<file path="config.mk">
export PLATFORM = sky130hd
export DESIGN_NAME = div_mc_flat
export DESIGN_NICKNAME = d
export VERILOG_FILES = /design/src/rtl/div_mc_if.sv /design/src/rtl/div_mc.sv /design/src/flat_wrapper.sv
export SDC_FILE = /design/constraint.sdc
export NUM_CORES = 1
export LEC_CHECK = 0
export ABC_CLOCK_PERIOD_IN_PS = 8500
export CAP_MARGIN = 5
export CORE_MARGIN = 5
export CORE_UTILIZATION = 55
export CTS_CLUSTER_SIZE = 40
export DETAILED_ROUTE_END_ITERATION = 6
export DONT_BUFFER_PORTS = 1
export MAX_ROUTING_LAYER = met4
export PLACE_DENSITY = 0.69
export SLEW_MARGIN = 0
export SYNTH_ARGS = -nofsm -noshare
export SYNTH_HDL_FRONTEND = slang
export SYNTH_SLANG_ARGS = --single-unit
</file>
<file path="constraint.sdc">
create_clock -name clk -period 8.5 [get_ports clk]
set_input_delay 1.7 -clock clk [delete_from_list [all_inputs] [get_ports clk]]
set_output_delay 1.7 -clock clk [all_outputs]
set_load 0.05 [all_outputs]
</file>
<file path="src/rtl/div_mc_if.sv">
// div_mc_if: request/response bundle between the EX stage and the
// multi-cycle divider. The master modport is the EX side (it issues and
// cancels requests). The slave modport is the divider itself.
interface div_mc_if #(
    parameter int WIDTH = 32
);
    logic                 signed_div_i;
    logic [WIDTH-1:0]     opdata1_i;
    logic [WIDTH-1:0]     opdata2_i;
    logic                 start_i;
    logic                 annul_i;
    logic [2*WIDTH-1:0]   result_o;
    logic                 ready_o;
    logic                 busy_o;

    modport master (
        output signed_div_i, opdata1_i, opdata2_i, start_i, annul_i,
        input  result_o, ready_o, busy_o
    );

    modport slave (
        input  signed_div_i, opdata1_i, opdata2_i, start_i, annul_i,
        output result_o, ready_o, busy_o
    );
endinterface

</file>
<file path="src/rtl/div_mc.sv">
// div_mc: multi-cycle restoring radix-2 divider for the openmips EX stage.
// Handles DIV (signed) and DIVU (unsigned). It returns {remainder, quotient}
// for the HI/LO write. The iteration works on magnitudes. Signs are
// restored when the result is loaded.
// Optional build macro DIV_EARLY_EXIT_EN: when |dividend| < |divisor| the
// result is produced straight from FREE, one edge after accept.
module div_mc #(
    parameter int WIDTH = 32,
    parameter int CNT_W = 6
) (
    input  logic     clk,
    input  logic     rst,
    div_mc_if.slave  bus
);

    typedef enum logic [1:0] {
        FREE,
        BY_ZERO,
        ON,
        END
    } state_t;

    state_t                state_q, state_d;
    logic [CNT_W-1:0]      cnt_q, cnt_d;
    logic [WIDTH-1:0]      rem_q, rem_d;
    // Dividend bits shift out of the top of this register while quotient
    // bits shift in at the bottom, so after WIDTH steps it holds the quotient.
    logic [WIDTH-1:0]      dvd_q, dvd_d;
    logic [WIDTH-1:0]      dsr_q, dsr_d;
    logic                  neg_quo_q, neg_quo_d;
    logic                  neg_rem_q, neg_rem_d;
    logic [2*WIDTH-1:0]    result_q, result_d;
    logic                  ready_q, ready_d;

    logic [WIDTH-1:0]      abs1, abs2;
    logic                  early_hit;
    logic [WIDTH:0]        partial;
    logic [WIDTH:0]        diff;
    logic                  quo_bit;
    logic [WIDTH-1:0]      rem_next, dvd_next;
    logic [WIDTH-1:0]      quo_fix, rem_fix;

    // Operand magnitudes. In DIVU mode the operands pass through unchanged.
    always_comb begin
        abs1 = (bus.signed_div_i && bus.opdata1_i[WIDTH-1]) ? (~bus.opdata1_i + 1'b1) : bus.opdata1_i;
        abs2 = (bus.signed_div_i && bus.opdata2_i[WIDTH-1]) ? (~bus.opdata2_i + 1'b1) : bus.opdata2_i;
    end

`ifdef DIV_EARLY_EXIT_EN
    assign early_hit = (abs1 < abs2);
`else
    assign early_hit = 1'b0;
`endif

    // One restoring step. The partial remainder is always below the divisor,
    // so bit WIDTH of the (WIDTH+1)-bit difference is a reliable borrow flag.
    // The sign fix-up is applied to the final step's values. A most-negative
    // quotient therefore wraps back to itself.
    always_comb begin
        partial  = {rem_q, dvd_q[WIDTH-1]};
        diff     = partial - {1'b0, dsr_q};
        quo_bit  = ~diff[WIDTH];
        rem_next = quo_bit ? diff[WIDTH-1:0] : partial[WIDTH-1:0];
        dvd_next = {dvd_q[WIDTH-2:0], quo_bit};
        quo_fix  = neg_quo_q ? (~dvd_next + 1'b1) : dvd_next;
        rem_fix  = neg_rem_q ? (~rem_next + 1'b1) : rem_next;
    end

    // State register and datapath. The async active-low reset clears everything.
    always_ff @(posedge clk or negedge rst) begin
        if (!rst) begin
            state_q   <= FREE;
            cnt_q     <= '0;
            rem_q     <= '0;
            dvd_q     <= '0;
            dsr_q     <= '0;
            neg_quo_q <= 1'b0;
            neg_rem_q <= 1'b0;
            result_q  <= '0;
            ready_q   <= 1'b0;
        end else begin
            state_q   <= state_d;
            cnt_q     <= cnt_d;
            rem_q     <= rem_d;
            dvd_q     <= dvd_d;
            dsr_q     <= dsr_d;
            neg_quo_q <= neg_quo_d;
            neg_rem_q <= neg_rem_d;
            result_q  <= result_d;
            ready_q   <= ready_d;
        end
    end

    // Next-state and next-datapath decode. Annul takes priority in every busy state.
    always_comb begin
        state_d   = state_q;
        cnt_d     = cnt_q;
        rem_d     = rem_q;
        dvd_d     = dvd_q;
        dsr_d     = dsr_q;
        neg_quo_d = neg_quo_q;
        neg_rem_d = neg_rem_q;
        result_d  = result_q;
        ready_d   = ready_q;

        unique case (state_q)
            FREE: begin
                if (bus.start_i && !bus.annul_i) begin
                    neg_quo_d = bus.signed_div_i && (bus.opdata1_i[WIDTH-1] ^ bus.opdata2_i[WIDTH-1]);
                    neg_rem_d = bus.signed_div_i && bus.opdata1_i[WIDTH-1];
                    dvd_d     = abs1;
                    dsr_d     = abs2;
                    rem_d     = '0;
                    cnt_d     = '0;
                    if (bus.opdata2_i == '0) begin
                        state_d = BY_ZERO;
                    end else if (early_hit) begin
                        state_d  = END;
                        result_d = {bus.opdata1_i, {WIDTH{1'b0}}};
                        ready_d  = 1'b1;
                    end else begin
                        state_d = ON;
                    end
                end
            end
            BY_ZERO: begin
                if (bus.annul_i) begin
                    state_d  = FREE;
                    result_d = '0;
                    ready_d  = 1'b0;
                end else begin
                    state_d  = END;
                    result_d = '0;
                    ready_d  = 1'b1;
                end
            end
            ON: begin
                if (bus.annul_i) begin
                    state_d  = FREE;
                    result_d = '0;
                    ready_d  = 1'b0;
                end else begin
                    rem_d = rem_next;
                    dvd_d = dvd_next;
                    cnt_d = cnt_q + CNT_W'(1);
                    if (cnt_q == CNT_W'(WIDTH - 1)) begin
                        state_d  = END;
                        result_d = {rem_fix, quo_fix};
                        ready_d  = 1'b1;
                    end
                end
            end
            END: begin
                if (!bus.start_i || bus.annul_i) begin
                    state_d  = FREE;
                    result_d = '0;
                    ready_d  = 1'b0;
                end
            end
            default: begin
                state_d = FREE;
            end
        endcase
    end

    assign bus.result_o = result_q;
    assign bus.ready_o  = ready_q;
    assign bus.busy_o   = (state_q != FREE);

endmodule

</file>
<file path="src/flat_wrapper.sv">
// flat-port wrapper written by rule: the top's interface ports become plain ports
module div_mc_flat 
#(
    parameter int WIDTH = 32,
    parameter int CNT_W = 6
)
  (clk, rst, bus_signed_div_i, bus_opdata1_i, bus_opdata2_i, bus_start_i, bus_annul_i, bus_result_o, bus_ready_o, bus_busy_o);
  div_mc_if #(.WIDTH(WIDTH)) bus_i ();
  input  logic clk;
  input  logic rst;
  input wire logic [$bits(bus_i.signed_div_i)-1:0] bus_signed_div_i;
  input wire logic [$bits(bus_i.opdata1_i)-1:0] bus_opdata1_i;
  input wire logic [$bits(bus_i.opdata2_i)-1:0] bus_opdata2_i;
  input wire logic [$bits(bus_i.start_i)-1:0] bus_start_i;
  input wire logic [$bits(bus_i.annul_i)-1:0] bus_annul_i;
  output wire logic [$bits(bus_i.result_o)-1:0] bus_result_o;
  output wire logic [$bits(bus_i.ready_o)-1:0] bus_ready_o;
  output wire logic [$bits(bus_i.busy_o)-1:0] bus_busy_o;
  assign bus_i.signed_div_i = bus_signed_div_i;
  assign bus_i.opdata1_i = bus_opdata1_i;
  assign bus_i.opdata2_i = bus_opdata2_i;
  assign bus_i.start_i = bus_start_i;
  assign bus_i.annul_i = bus_annul_i;
  assign bus_result_o = bus_i.result_o;
  assign bus_ready_o = bus_i.ready_o;
  assign bus_busy_o = bus_i.busy_o;
  div_mc #(.WIDTH(WIDTH), .CNT_W(CNT_W)) u_core (.clk(clk), .rst(rst), .bus(bus_i));
endmodule
</file>
==> summary.md, run 1 <==
| Metric | Value |
|---|---|
| Status | finished, final reports clean |
| Internal | 2.943 mW |
| Clock Latency Late Sink | 0.43 ns |
| LEAKAGE | 5.320 nW |
| Nets | 1480 |
| Full die area | 0.02474 sq mm |
| Net Count, Synth | 1533 |
| Initial Util | 56.24% |
| Top post-synthesis cells by area | dfrtp_1 36%, o21ai_0 8.1%, nand2_1 5.9% |
| RSZ-0062 raised after global routing | false |
| Port Buffers | 0 |
| Post-DRT Antenna Nets | 0 |
| FP Rows | 53 |
| Sequential area share after synthesis | 35.86% |
| Cell variety after synth | 77 |
| Worst path max stage delay | 0.50 ns |
| CTS tree | done |
| Clock Skew | 0.01282 ns |
| P_sw | 3.344 mW |
| Initial DRT Pass Iterations | 5 |
| Worst-path fanout max | 61 |
| Clock root buffer | clkbuf_16 |
| EDFF count, synth | 0 |
| Max cap viols | 0 |
| Initial antenna violation count | 0 |
| Synth Flop Type | dfrtp_1 |
| Commonest non-fill, non-tap cell in the layout | o21ai_0 |
| Max-slew violation count | 0 |
| Clk network pwr share | 13.8% |
| Max rail drop VDD | 0.4149 mV |
| Worst Tran Pin Value | 1.109 ns |
| Critical-path cell list | inv_1 > ha_1 > inv_1 > fa_1 > a211oi_4 > o31a_1 > a21boi_2 > o2111ai_2 > o211a_4 > inv_4 > mux2i_1 > ha_1 > nor4b_1 > mux2i_1 > a21oi_2 > nand2_2 > o41ai_2 > xor2_1 > o21ai_1 |
| Setup_tns | 0 ns |
| Power Density | 498.0 mW/mm^2 |
| Final hold viol count | 0 |
| Worst Setup End Kind | flop |
| GRT Total Usage | 27.70% |
| Commonest non-fill, non-tap cells in the layout | 193 x o21ai_0, 185 x nand2_1, 171 x dfrtp_1 |
| Critical path class | reg2reg |
| Ys async rst share | 100.0% |
| Area fraction of the dominant cell type after synthesis | 35.86% |
| Top delay family on crit path | compound AO/OA/AOI/OAI gates |
| DRC Markers | 0 |
| DRT iter0 DRCs | 808 |
| Multi-input gate area | 0.007081 sq mm |
| Average size of a mapped cell | 8.386 sq um |
| Post-CTS Resized | 0 |
| Switching Share | 53.19% |
| RePlAce Congestion | 0.9841 |
| Ant. Diodes | 0 |
| Crit path buf inv count | 3 |
| FF/Latch Area | 0.004279 sq mm |
| I/O pins | 135 |
| Via density | 6.245 |
| Comb power frac | 56.5% |
| #FFs+latches synth | 171 |
| Highest Clock Rate | 191.5 MHz |
| Die height | 157.3 um |
| Post-synth top area cell | dfrtp_1 |
| HP Class | reg2reg |
| TritonCTS buffer count | 17 |
| H-tree depth | 4 |
| Slowest CP cell | o211a_4 |
| Detailed Route WL | 32.89 mm |
| Yosys warnings | 0 |
| Post-CTS setup buffers | 0 |
| DP HPWL | 24.14 mm |
| WP data arrival | 5.50 ns |
| Clk sinks | 171 |
| Hold buffer count at CTS | 0 |
| Layout cells sized above 1 | 5.210% |
| Final critical-path required period | 5.222 ns |
| Clk slew on worst S/H paths | 0.07 ns |
| Relative slew slack | 25.37% |
| Wire length per cell | 19.85 um |
| Total gr overflow | 0 |
| Reg power frac | 29.7% |
| Crit path launch type | flop |
| Fill cells | 1977 |
| Setup violations, final | 0 |
| Core Area | 0.02122 sq mm |
| Vias post-DR | 10.35k |
| DIE WIDTH | 157.3 um |
| Max Root-Sink Buffers | 2 |
| Pin count of the biggest net entering global routing | 172 |
| WP data required | 8.78 ns |
| Period utilisation layout | 61.44% |
| Cells after Synth | 1423 |
| Area delta synth->final | 5.798% |
| Mapped cell area | 0.01193 sq mm |
| Number of global-route vias before repair | 9979 |
| Post-DP Area | 0.01198 sq mm |
| Post-route cell area | 0.01263 sq mm |
| First-pass GRT wire length | 53.53 mm |
==> cell usage after synthesis (all sizes together) (13+ instances only) <==
master and n:
o21ai 218, nor2 74, nand3 17, clkbuf 54
a31oi 14, or3 15, and2 15, nand2b 13
inv 64, xor2 63, a21o 16, dfrtp 171
nor3 28, ha 40, buf 23, a22o 13
a21oi 78, xnor2 73, a22oi 34, nor4 17
nand2 187, o31ai 28, mux2i 21
==> layer usage <==
layer	up-vias	global-route usage, %	share of wire [%]	routed length (um)
met5	-	-	0	0
met4	0	6.268	1.7	565
met3	45	4.867	6.6	2175
met2	331	43.99	47	15410
met1	4967	37.44	45	14740
li1	5005	-	-	-
==> power by group through the flow <==
stage | Clock, mW | Combinational (mW) | Sequential [mW]
4_1_cts | 0.876 | 3.53 | 1.86
5_1_grt | 0.911 | 3.94 | 1.91
6_report | 0.867 | 3.56 | 1.87
2_1_floorplan | 0 | 2.84 | 1.72
3_3_place_gp | 0 | 3.47 | 1.87
3_5_place_dp | 0 | 3.50 | 1.88
==> cell families after synthesis <==
kind of cell	after synthesis	synth area share (%)
compound gates	475	25.39
buf+inv	141	4.844
simple gates	434	17.43
fa+ha+maj	41	4.362
mux	25	2.139
xor+xnor	136	9.981
flops	171	35.86
==> registers in the layout, summed over array words and instances (netlist names) <==
register,flops
u_core.rem_q,32
u_core.neg_rem_q,1
u_core.cnt_q,6
u_core.dsr_q,32
u_core.bus.result_o,64
u_core.state_q,2
u_core.bus.ready_o,1
u_core.neg_quo_q,1
u_core.dvd_q,32
==> metrics by stage <==
stage | util, % | worst slack [ns] | power, mW | hold slack (ns) | std cells
global placement | 56.47 | 3.552 | 5.339 | 0.4651 | 1626
floorplan | - | 4.090 | 4.562 | 0.4498 | 1423
CTS | 59.50 | 3.361 | 6.268 | 0.4867 | 1657
finish | 59.50 | 3.278 | 6.287 | 0.4832 | 1657
global route | 59.50 | 2.876 | 6.761 | 0.5048 | 1657
detailed placement | 56.47 | 3.392 | 5.381 | 0.4709 | 1626
==> area by class of cell <==
type | instances | area share, %
Inverter | 64 | 1.923
Clock inverter | 13 | 1.605
Sequential cell | 171 | 33.89
Clock buffer | 18 | 3.478
Multi-Input combinational cell | 1111 | 56.08
Timing Repair Buffer | 5 | 0.2973
Tap cell | 275 | 2.725
==> path summary, 6_finish.rpt <==
path	to	slack (ns)	cells after the start	start
min	u_core.dsr_q[7]	0.48	2	u_core.dsr_q[7]
max	u_core.bus.result_o[60]	3.28	19	u_core.dvd_q[31]
max in group asynchronous	u_core.dsr_q[14]	7.20	0	rst
min reg2reg	u_core.dsr_q[7]	0.48	2	u_core.dsr_q[7]
max reg2reg	u_core.bus.result_o[60]	3.28	19	u_core.dvd_q[31]
min in group asynchronous	u_core.dsr_q[21]	0.96	0	rst
==> worst min-delay path: cells and delay by family, from the launching register on <==
kind               cells  cell delay, ns
AOI/OAI and AO/OA      1            0.06
DFF                    1            0.34
and+or+nand+nor        1            0.04
Note: power is estimated with default switching activity, not from simulation.
==> run 2, diff against run 1 <==
--- a/config.mk
+++ b/config.mk
@@ -5,7 +5,7 @@
 export SDC_FILE = /design/constraint.sdc
 export NUM_CORES = 1
 export LEC_CHECK = 0
-export ABC_CLOCK_PERIOD_IN_PS = 8500
+export ABC_CLOCK_PERIOD_IN_PS = 5400
 export CAP_MARGIN = 5
 export CORE_MARGIN = 5
 export CORE_UTILIZATION = 55
==> constraint.sdc (replaced) <==
create_clock -name clk -period 5.4 [get_ports clk]
set_input_delay 1.08 -clock clk [delete_from_list [all_inputs] [get_ports clk]]
set_output_delay 1.08 -clock clk [all_outputs]
set_load 0.05 [all_outputs]
==> run 2 against run 1 <==
Worst setup slack worse by 2.4 ns. Hold slack got worse by 0.14 ns. Fmax increased by 15%. Non-clock buffer count increased by 6. Highest routed layer unchanged. Design area about the same. Final cell count increased by 0.42%. Critical path type unchanged. Utilization about the same.
==> summary.md, run 2 (synthesis gave the netlist of run 1 again) <==
| Metric | Value |
|---|---|
| Crit path launch type | flop (unchanged) |
| Die height | 157.3 um (unchanged) |
| WP data required | 5.67 ns (was 8.78 ns) |
| DIE WIDTH | 157.3 um (unchanged) |
| Power Density | 775.7 mW/mm^2 (was 498.0 mW/mm^2) |
| Total gr overflow | 0 (unchanged) |
| DRT iter0 DRCs | 750 (was 808) |
| Nets | 1486 (was 1480) |
| Worst Tran Pin Value | 1.064 ns (was 1.109 ns) |
| FP Rows | 53 (unchanged) |
| Worst Setup End Kind | flop (unchanged) |
| Critical path class | reg2reg (unchanged) |
| Status | finished, final reports clean (unchanged) |
| Max rail drop VDD | 0.7976 mV (was 0.4149 mV) |
| DP Worst Slack | 0.9425 ns (was 3.392 ns) |
| Clk slew on worst S/H paths | 0.07 ns (about the same) |
| Clock Latency Late Sink | 0.44 ns (was 0.43 ns) |
| First-pass GRT wire length | 51.96 mm (was 53.53 mm) |
| Layout cells sized above 1 | 5.616% (was 5.210%) |
| CTS tree | done (unchanged) |
| Post-route cell area | 0.01263 sq mm (about the same) |
| Wire length per cell | 19.31 um (was 19.85 um) |
| Core Area | 0.02122 sq mm (unchanged) |
| Post-DP Area | 0.01203 sq mm (was 0.01198 sq mm) |
| Post-layout util | 59.54% (was 59.50%) |
| Clock Skew | 0.01547 ns (was 0.01282 ns) |
| Via density | 6.173 (was 6.245) |
| Max-slew violation count | 0 (unchanged) |
| Total power | 9.801 mW (was 6.287 mW) |
| DP HPWL | 23.84 mm (was 24.14 mm) |
| Ant. Diodes | 0 (unchanged) |
| RePlAce Congestion | 0.9456 (was 0.9841) |
| WP data arrival | 4.82 ns (was 5.50 ns) |
| Post-CTS setup buffers | 0 (unchanged) |
| Detailed Route WL | 32.14 mm (was 32.89 mm) |
| Number of global-route vias before repair | 9917 (was 9979) |
| Setup ws final | 0.8571 ns (was 3.278 ns) |
| Max cap viols | 0 (unchanged) |
| H-tree depth | 4 (unchanged) |
| Final critical-path required period | 4.543 ns (was 5.222 ns) |
| Max reg flops | 64 (unchanged) |
| Fill cells | 1976 (was 1977) |
| Period utilisation layout | 84.13% (was 61.44%) |
| Hold buffer count at CTS | 0 (unchanged) |
| Initial antenna violation count | 0 (unchanged) |
| Commonest non-fill, non-tap cells in the layout | 193 x o21ai_0, 185 x nand2_1, 171 x dfrtp_1 (unchanged) |
| Highest Clock Rate | 220.1 MHz (was 191.5 MHz) |
| I/O pins | 135 (unchanged) |
| Relative slew slack | 29.07% (was 25.37%) |
| TritonCTS buffer count | 17 (unchanged) |
| GRT Total Usage | 26.98% (was 27.70%) |
| DRC Markers | 0 (unchanged) |
| Port Buffers | 0 (unchanged) |
| RSZ-0062 raised after global routing | false (unchanged) |
| Initial Util | 56.24% (unchanged) |
| Setup_tns | 0 ns (unchanged) |
| Post-CTS Resized | 0 (unchanged) |
| Area delta synth->final | 5.871% (was 5.798%) |
| Clk sinks | 171 (unchanged) |
| LEAKAGE | 5.322 nW (was 5.320 nW) |
| Setup violations, final | 0 (unchanged) |
| Vias post-DR | 10.27k (was 10.35k) |
| Max Root-Sink Buffers | 2 (unchanged) |
| Clock root buffer | clkbuf_16 (unchanged) |
| Pin count of the biggest net entering global routing | 172 (unchanged) |
| Setup crit start | u_core.dvd_q[31] (unchanged) |
| Worst r2r src | u_core.dvd_q[31] (unchanged) |
| Full die area | 0.02474 sq mm (unchanged) |
| HP Class | in2async (was reg2reg) |
| Worst-path fanout max | 11 (was 61) |
| Final hold viol count | 0 (unchanged) |
| Post-DRT Antenna Nets | 0 (unchanged) |
| Multi-input gate area | 0.007081 sq mm (unchanged) |
| Commonest non-fill, non-tap cell in the layout | o21ai_0 (unchanged) |
| Initial DRT Pass Iterations | 5 (unchanged) |
| FF/Latch Area | 0.004279 sq mm (unchanged) |
==> run 2: final cells by class <==
cell class	instances	share of cell area (%)
clock buffer	18	3.397
tap	275	2.723
multi-input combinational	1111	56.04
clock inverter	14	1.396
timing repair buffer	11	0.6536
inverter	64	1.921
sequential	171	33.87
==> run 2: layer usage <==
| layer | vias to the layer above | track usage, % | part of all wire [%] |
|---|---|---|---|
| met1 | 4918 | 36.62 | 46 |
| met5 | - | - | 0 |
| met4 | 0 | 6.678 | 2.1 |
| met3 | 52 | 4.949 | 6.0 |
| met2 | 289 | 42.19 | 46 |
| li1 | 5013 | - | - |
==> run 2: worst paths after layout <==
path,end,slack (ns),depth (start not counted)
hold reg to reg,u_core.dsr_q[10],0.48,2
setup / recovery,u_core.bus.result_o[60],0.86,19
min in group clk,u_core.dsr_q[10],0.48,2
hold / removal,u_core.dsr_q[7],0.34,0
setup reg to reg,u_core.bus.result_o[60],0.86,19
max in group asynchronous,u_core.rem_q[1],4.78,0
==> run 2: worst max-delay path, cell delays in order (launching register included) <==
cell,delay (ns)
dfrtp_1,0.40
inv_1,0.08
ha_1,0.19
inv_1,0.06
fa_1,0.45
a211oi_4,0.29
o31ai_4,0.12
o21ai_1,0.23
a21oi_1,0.12
o211a_4,0.28
inv_4,0.11
mux2i_1,0.30
ha_1,0.27
nor4b_1,0.27
mux2i_1,0.23
a21oi_2,0.26
nand2_2,0.14
o41ai_2,0.32
xor2_1,0.18
o21ai_1,0.07
==> run 2: metrics by stage <==
| step | hold WS (ns) | instances |
|---|---|---|
| final | 0.3423 | 1664 |
| after floorplan | 0.4498 | 1423 |
| after global routing | 0.3187 | 1664 |
| after detailed placement | 0.4715 | 1632 |
| after global placement | 0.4662 | 1632 |
| after CTS | 0.3273 | 1664 |
==> run 2: where the power goes <==
| part | switching, mW | internal (mW) | total (mW) |
|---|---|---|---|
| Clock | 0.570 | 0.702 | 1.27 |
| Sequential | 1.17 | 1.75 | 2.92 |
| Combinational | 3.49 | 2.11 | 5.60 |
| Total | 5.23 | 4.57 | 9.80 |
